==> config.mk <==
export PLATFORM = sky130hd
export DESIGN_NAME = alu_seq
export DESIGN_NICKNAME = d
export VERILOG_FILES = /design/src/rtl/alu_seq.sv
export SDC_FILE = /design/constraint.sdc
export NUM_CORES = 1
export LEC_CHECK = 0
export BUFFER_PORTS_ARGS = -buffer_cell sky130_fd_sc_hd__buf_2
export CELL_PAD_IN_SITES_DETAIL_PLACEMENT = 2
export CELL_PAD_IN_SITES_GLOBAL_PLACEMENT = 2
export CORE_UTILIZATION = 28
export CTS_CLUSTER_SIZE = 30
export DETAILED_ROUTE_END_ITERATION = 6
export PLACE_DENSITY_LB_ADDON = 0.1
export SYNTH_ARGS = -nofsm -noshare
export SYNTH_HDL_FRONTEND = slang
export SYNTH_SLANG_ARGS = --single-unit
==> constraint.sdc <==
create_clock -name clk_i -period 1.9 [get_ports clk_i]
set_input_delay 0.095 -clock clk_i [delete_from_list [all_inputs] [get_ports clk_i]]
set_output_delay 0.095 -clock clk_i [all_outputs]
set_load 0.01 [all_outputs]
==> src/rtl/alu_seq.sv <==
// Sequential 16-bit ALU built from two passes through an external 8-bit combinational ALU.
// Define ALU_SEQ_SUB_EN to enable CMD 6 (SUB16); otherwise CMD 6 reports ERR like CMD 7.
module alu_seq #(
  parameter logic [4:0] OP_ADD       = 5'd0,
  parameter logic [4:0] OP_LOGIC_XOR = 5'd1,
  parameter logic [4:0] OP_LOGIC_OR  = 5'd2,
  parameter logic [4:0] OP_LOGIC_AND = 5'd3,
  parameter logic [4:0] OP_SHL       = 5'd4,
  parameter logic [4:0] OP_SHR       = 5'd5
) (
  input  logic        clk_i,
  input  logic        reset_i,
  input  logic        start_i,
  input  logic [2:0]  cmd_i,
  input  logic [15:0] a_i,
  input  logic [15:0] b_i,
  output logic [7:0]  alu_a_o,
  output logic [7:0]  alu_b_o,
  output logic [4:0]  alu_op_o,
  output logic        alu_sc_in_o,
  input  logic [7:0]  alu_out_i,
  input  logic        alu_sc_out_i,
  output logic [15:0] result_o,
  output logic        carry_o,
  output logic        zero_o,
  output logic        busy_o,
  output logic        done_o,
  output logic        err_o
);

  typedef enum logic [1:0] {S_IDLE, S_LO, S_HI, S_DONE} state_t;

  localparam logic [2:0] CMD_ADD = 3'd0;
  localparam logic [2:0] CMD_XOR = 3'd1;
  localparam logic [2:0] CMD_OR  = 3'd2;
  localparam logic [2:0] CMD_AND = 3'd3;
  localparam logic [2:0] CMD_SHL = 3'd4;
  localparam logic [2:0] CMD_SHR = 3'd5;
  localparam logic [2:0] CMD_SUB = 3'd6;

  state_t      state_q;
  logic [15:0] a_q, b_q;
  logic [2:0]  cmd_q;
  logic [3:0]  cnt_q;
  logic        carry_q;
  logic [15:0] result_q;
  logic        err_q;

  logic        cmd_legal;
  logic        is_hi;
  logic [7:0]  a_byte, b_byte, w_byte;

  always_comb begin
    cmd_legal = (cmd_i <= CMD_SHR);
`ifdef ALU_SEQ_SUB_EN
    if (cmd_i == CMD_SUB) cmd_legal = 1'b1;
`endif
  end

  // Operand byte selection: LO pass works on bits [7:0], HI pass on [15:8].
  assign is_hi  = (state_q == S_HI);
  assign a_byte = is_hi ? a_q[15:8]      : a_q[7:0];
  assign b_byte = is_hi ? b_q[15:8]      : b_q[7:0];
  assign w_byte = is_hi ? result_q[15:8] : result_q[7:0];

  // NOTE: every output gets a default first so no path through the case infers a latch.
  always_comb begin
    alu_a_o     = 8'd0;
    alu_b_o     = 8'd0;
    alu_op_o    = OP_ADD;
    alu_sc_in_o = 1'b0;
    if (state_q == S_LO || state_q == S_HI) begin
      unique case (cmd_q)
        CMD_ADD: begin
          alu_a_o     = a_byte;
          alu_b_o     = b_byte;
          alu_sc_in_o = is_hi ? carry_q : 1'b0;
        end
`ifdef ALU_SEQ_SUB_EN
        CMD_SUB: begin
          alu_a_o     = a_byte;
          alu_b_o     = ~b_byte;
          alu_sc_in_o = is_hi ? carry_q : 1'b1;
        end
`endif
        CMD_XOR, CMD_OR, CMD_AND: begin
          alu_a_o     = a_byte;
          alu_b_o     = b_byte;
          alu_sc_in_o = is_hi ? carry_q : 1'b0;
          alu_op_o    = (cmd_q == CMD_XOR) ? OP_LOGIC_XOR :
                        (cmd_q == CMD_OR)  ? OP_LOGIC_OR  : OP_LOGIC_AND;
        end
        CMD_SHL: begin
          alu_a_o     = w_byte;
          alu_op_o    = OP_SHL;
          alu_sc_in_o = is_hi ? carry_q : 1'b0;
        end
        CMD_SHR: begin
          alu_a_o     = w_byte;
          alu_op_o    = OP_SHR;
          alu_sc_in_o = is_hi ? 1'b0 : carry_q;
        end
        default: ;
      endcase
    end
  end

  // NOTE: sequential state uses non-blocking assignments only, so all registers update together.
  always_ff @(posedge clk_i) begin
    if (reset_i) begin
      state_q  <= S_IDLE;
      a_q      <= 16'd0;
      b_q      <= 16'd0;
      cmd_q    <= 3'd0;
      cnt_q    <= 4'd0;
      carry_q  <= 1'b0;
      result_q <= 16'd0;
      err_q    <= 1'b0;
    end else begin
      unique case (state_q)
        S_IDLE: begin
          if (start_i) begin
            cmd_q   <= cmd_i;
            carry_q <= 1'b0;
            if (!cmd_legal) begin
              err_q    <= 1'b1;
              result_q <= 16'd0;
              state_q  <= S_DONE;
            end else begin
              a_q   <= a_i;
              b_q   <= b_i;
              cnt_q <= b_i[3:0];
              if (cmd_i == CMD_SHL || cmd_i == CMD_SHR) begin
                // Shifts work in place on the result register, seeded with A.
                result_q <= a_i;
                if (b_i[3:0] == 4'd0)      state_q <= S_DONE;
                else if (cmd_i == CMD_SHR) state_q <= S_HI;
                else                       state_q <= S_LO;
              end else begin
                state_q <= S_LO;
              end
            end
          end
        end
        S_LO: begin
          result_q[7:0] <= alu_out_i;
          carry_q       <= alu_sc_out_i;
          if (cmd_q == CMD_SHR) begin
            cnt_q   <= cnt_q - 4'd1;
            state_q <= (cnt_q == 4'd1) ? S_DONE : S_HI;
          end else begin
            state_q <= S_HI;
          end
        end
        S_HI: begin
          result_q[15:8] <= alu_out_i;
          if (cmd_q == CMD_XOR || cmd_q == CMD_OR || cmd_q == CMD_AND) carry_q <= 1'b0;
          else                                                         carry_q <= alu_sc_out_i;
          if (cmd_q == CMD_SHL) begin
            cnt_q   <= cnt_q - 4'd1;
            state_q <= (cnt_q == 4'd1) ? S_DONE : S_LO;
          end else if (cmd_q == CMD_SHR) begin
            state_q <= S_LO;
          end else begin
            state_q <= S_DONE;
          end
        end
        S_DONE: begin
          err_q   <= 1'b0;
          state_q <= S_IDLE;
        end
        default: state_q <= S_IDLE;
      endcase
    end
  end

  assign result_o = result_q;
  assign carry_o  = carry_q;
  assign zero_o   = (result_q == 16'd0);
  assign busy_o   = (state_q != S_IDLE);
  assign done_o   = (state_q == S_DONE);
  assign err_o    = err_q;

endmodule

Word level (Yosys, flattened, before mapping)

Index checks and enable logic that the tools add are counted.

Register bits: 59
Output and inout bits: 43
Logic and storage cells: 94

Add/sub/neg operators: 1
Magnitude comparators: 1
Equality and inequality tests: 17
Mux-type cells: 42
Reduce and logical (&&, ||, !) cells: 24

Operator list:

| kind                                          | number |
|---|---|
| 2-to-1 mux 16 bit                             | 3 |
| 2-to-1 mux 8 bit                              | 6 |
| case mux 8 bit (2 select lines)               | 3 |
| 2-to-1 mux 2 bit                              | 9 |
| zero test 16 bit                              | 1 |
| 2-to-1 mux 4 bit                              | 4 |
| == test 3 bit, second input constant          | 4 |
| case mux 4 bit (3 select lines)               | 1 |
| AND reduction 3 bit                           | 4 |
| 2-to-1 mux 1 bit                              | 10 |
| case mux 3 bit (3 select lines)               | 1 |
| case mux 2 bit (4 select lines)               | 1 |
| nonzero test 2 bit                            | 4 |
| == test 3 x 2 -> 1 bit, second input constant | 2 |
| != test 2 bit, second input constant          | 3 |
| AND reduction 5 bit                           | 1 |
| OR reduction 5 bit                            | 1 |
| == test 2 bit, second input constant          | 2 |
| == test 4 x 1 -> 1 bit, second input constant | 1 |
| zero test 4 bit                               | 1 |
| logical OR 1 bit                              | 4 |
| != test 2 x 1 -> 1 bit, second input constant | 2 |
| case mux 1 bit (2 select lines)               | 2 |
| AND reduction 2 bit                           | 2 |
| other kinds (13)                              | 13 |

Depth between registers and ports, before layout

Word-level depth: 7
Depth in mapped cells: 8

Worst setup path after synthesis

Ideal clock, no wire load.

Kind: reg-to-reg
From: reg state_q[0]
To: reg cnt_q[0]
Setup time: 0.070 ns
Arrival: 1.621 ns
Path slack: 0.208 ns
Stages on the path, launching flop included: 7
Cell sequence: dfxtp_1 > inv_1 > ha_1 > nor2b_1 > a21oi_2 > or4_1 > a21oi_1

Word-level cells in the longest chain between the ends: 3

Ends and longest elaborated chain:

| element                                                  | RTL line | RTL |
|---|---|---|
| from (decl)                                              | 41       | `state_t state_q;` |
| from (signal assigned)                                   | 150      | `state_q <= (cnt_q == 4'd1) ? S_DONE : S_HI;` |
| from (signal assigned)                                   | 161      | `state_q <= (cnt_q == 4'd1) ? S_DONE : S_LO;` |
| == test 2 x 1 -> 1 bit (tied with other cells)           | 120      | `unique case (state_q)` |
| != test 2 x 1 -> 1 bit (no line) (tied with other cells) | --       |  |
| AND reduction 5 bit (no line)                            | --       |  |
| to (signal assigned)                                     | 132      | `cnt_q <= b_i[3:0];` |
| to (signal assigned)                                     | 149      | `cnt_q <= cnt_q - 4'd1;` |
| to (signal assigned)                                     | 160      | `cnt_q <= cnt_q - 4'd1;` |
| to (decl)                                                | 44       | `logic [3:0] cnt_q;` |

Several ways; a longest one is shown, not always the timed one.
A chain may end at the register's enable or synchronous reset.

Final worst setup path

From: reg state_q[0]
To: out alu_a_o[7]

Word-level cells in the longest chain between the ends: 4

Ends and longest elaborated chain:

| element                             | RTL line | RTL |
|---|---|---|
| == test 2 bit                       | 61, 72   |  |
| 2-to-1 mux 8 bit (on tied branches) | 64, 62   |  |
| case mux 8 bit (2 select lines)     | 73       | `unique case (cmd_q)` |
| 2-to-1 mux 8 bit *                  | 72       | `if (state_q == S_LO \|\| state_q == S_HI) begin` |
| to (decl)                           | 17       | `output logic [7:0] alu_a_o,` |

Mark *: on every way between the ends. The rest lies on a longest branch, timed or not.

==> metrics.md <==
| Metric | Value |
|---|---|
| Outcome | finished clean |
| Total of fill cells in the finished design | roughly 1200 |
| Most frequent cell after synthesis | nand2_1 |
| Busiest layer in global routing | met2 |
| Synth area leader | dfxtp_1 |
| Wire per inst | 19.11 um |
| DRT Pass-1 Iters | 4 |
| Area growth syn-to-layout | 40.02% |
| Synth top area cells | dfxtp_1, nand2_1, mux2i_1, a21oi_1, a311oi_1 |
| Slew Viols, Final | 0 |
| WHS | between 0.004 and 0.005 ns |
| Die Area | approximately 11000 um2 |
| CTS sink cnt | just under 60 |
| Worst min path class | in2reg |
| Worst Reg-to-Reg Cells | 6 |
| Met1 Use GR | a little over a quarter |
| Maximum clock insertion buffer count | 2 |
| Ys flop type | dfxtp_1 |
| Worst IR Drop VDD | between 500 and 600 uV |
| Setup Viol. Count Final | 0 |
| # rows | 37 |
| Met2 Use GR | between 30% and 40% |
| Crit end category | primary output |
| Largest net degree at the start of global routing | 40 |
| Fin worst setup slack | approximately 0.046 ns |
| Ys Warns | 0 |
| Final min period | 1.854 ns |
| Final-report hold violation count | 0 |
| Layout cell share with drive strength beyond 1 | between 30% and 40% |
| Gr ovfl total | 0 |
| Leak | roughly 1.7 nW |
| Fin nets | about 550 |
| Syn Area/Cell | 7.732 um2 |
| Die Ht | between 100 and 150 um |
| Seq. cell area | ~1200 um2 |
| Startpoint Class | register |
| WL final | 12.17 mm |
| CTS tree | built |
| TritonCTS Buffers | 9 |
| Gr usage total | 22.21% |
| Vias per cell | approximately 5.2 |
| Slew margin rel. | a little over half |
| Fin crit share | 97.57% |
| Worst path required time | ~1.8 ns |
| Worst hold stages | 3 |
| Vias in the first global route | 3552 |
| Max Cap Viol | 0 |
| Post-synthesis cell type count | 38 |
| PD cells | ~1600 nW/um2 |
| GPL Wtd Cong | about 0.8 |
| Fmax | approximately 540 MHz |
| # diodes | 0 |
| Chip Width | ~110 um |
| Initial antenna violation count | 0 |
| Top cells by count, synth | nand2_1, dfxtp_1, a21oi_1 |
| CTS root buf | clkbuf_8 |
| First-pass GRT wire length | between 15 and 20 mm |
| CP Class | reg2out |
| Post-Syn Area | roughly 3000 um2 |
| Number of flops mapped to enable cells by yosys | 0 |
| Residual DRC | 0 |
| Met3 usage | ~4.2% |
| Worst path arrival time | roughly 1.8 ns |
| CP max FO | 15 |
| Sequential share of the synthesized area | between 30% and 40% |
| Port buffer count | between 80 and 90 |
| Setup TNS | 0 ns |
| Worst-path clk slew | about 0.080 ns |
| Place WS | -0.02020 ns |
| Via count | between 3000 and 4000 |
| FFs w/ async S/R, synth | 0% |
| Antenna Nets Post-Route | 0 |
| FF+latch count, synth | 59 |
| Post-route cell area | 4212 um2 |
| H-tree level count | 3 |
| Synth top area share | about two fifths |
| Dpl cell area | 3649 um2 |
| Least-Margin Pin Slew | between 0.7 and 0.8 ns |
| Cell count after synthesis | ~400 |
| Initial DRC count | just over 70 |
| IO Count | 90 |
| DPL Wire Length | just over 8 mm |
| Final Skew | about 0.0094 ns |
| RSZ-0062 raised after global routing | yes |
| Multi-input gate area | between 1500 and 2000 um2 |
| Core ar. | 10370 um2 |
| Starting density of the core | 29.01% |
| Clk_lat worst skew | around 0.34 ns |
-- power by group --
part / leakage, nW / internal, mW / switching (mW) / total [mW]
sequential: 0.484 / 1.56 / 0.338 / 1.90
clock: 0.102 / 0.641 / 0.553 / 1.19
combinational: 1.11 / 1.50 / 2.10 / 3.61
total: 1.70 / 3.71 / 2.99 / 6.71
-- worst paths after layout --
| kind | startpoint | end | slack, ns |
|---|---|---|---|
| worst max-delay path | state_q[0] | alu_a_o[7] | 0.05 |
| worst min-delay path | b_i[8] | b_q[8] | 0.005 |
| worst max register to register | state_q[1] | cnt_q[0] | 0.08 |
| worst min register to register | a_q[2] | a_q[2] | 0.46 |
-- layout make-up --
class | instances | area share, %
clock buffers | 10 | 3.268
clock inverters | 6 | 1.545
inverters | 11 | 1.070
multi-input cells | 291 | 42.04
flip-flops and latches | 59 | 28.16
well taps | 136 | 4.040
repair buffers | 124 | 19.88
-- routing by layer --
metal	vias up	routed length, um
li1	1574	-
met1	1684	5454
met2	67	6205
met3	8	412
met4	0	98
met5	-	0
-- flip-flops by register name (all words and copies together) (netlist names) --
signal and count:
a_q 16, b_q 16, carry_o 1, cmd_q 3, cnt_q 4, err_o 1, result_o 16, state_q 2
-- worst max-delay path, cell delays in order, from the launching register on --
cell     delay (ns)
dfxtp_2        0.35
inv_2          0.09
ha_4           0.21
buf_12         0.19
mux2i_1        0.27
o22ai_2        0.12
buf_2          0.15
-- placed cells by master, fill, tap and decap left out, drive strengths merged, types with 3 or more instances in the layout --
cell / synthesis / routed
buf: 15 / 109
nand2: 92 / 92
dfxtp: 59 / 59
a21oi: 45 / 45
nor2: 31 / 31
mux2i: 27 / 27
nand3: 19 / 19
a311oi: 16 / 16
dlygate4sd3: 0 / 15
clkbuf: 16 / 10
inv: 11 / 10
o22ai: 8 / 8
o21ai: 6 / 8
nor4: 6 / 6
ha: 6 / 6
nor2b: 4 / 4
clkinv: 0 / 4
o211ai: 3 / 3
or3: 3 / 3
o31ai: 3 / 3
-- kinds of logic after synthesis --
logic type,synth area share (%)
mux,8.985
flops,39.27
fa+ha+maj,2.496
compound gates,19.01
other cells,0.1247
simple gates,23.71
buf+inv,6.406
-- per-stage QoR --
step / instances / total power [mW] / util [%]
floorplan: 390 / 3.750 / -
global placement: 599 / 4.873 / 35.18
detailed placement: 599 / 4.998 / 35.18
CTS: 631 / 6.419 / 39.36
global route: 637 / 7.165 / 40.61
finish: 637 / 6.705 / 40.61
-- repair_timing --
| action | CTS | global route |
|---|---|---|
| pin swaps | 0 | 1 |
| hold buffers | 15 | 0 |
| setup buffers | 0 | 4 |
| gates resized for setup | 9 | 17 |
| cloned | 1 | 2 |
| endpoints found under the setup margin | 18 | 22 |
| endpoints found under the hold margin | 15 | 0 |
No activity file was read; power rests on OpenSTA's default activity.
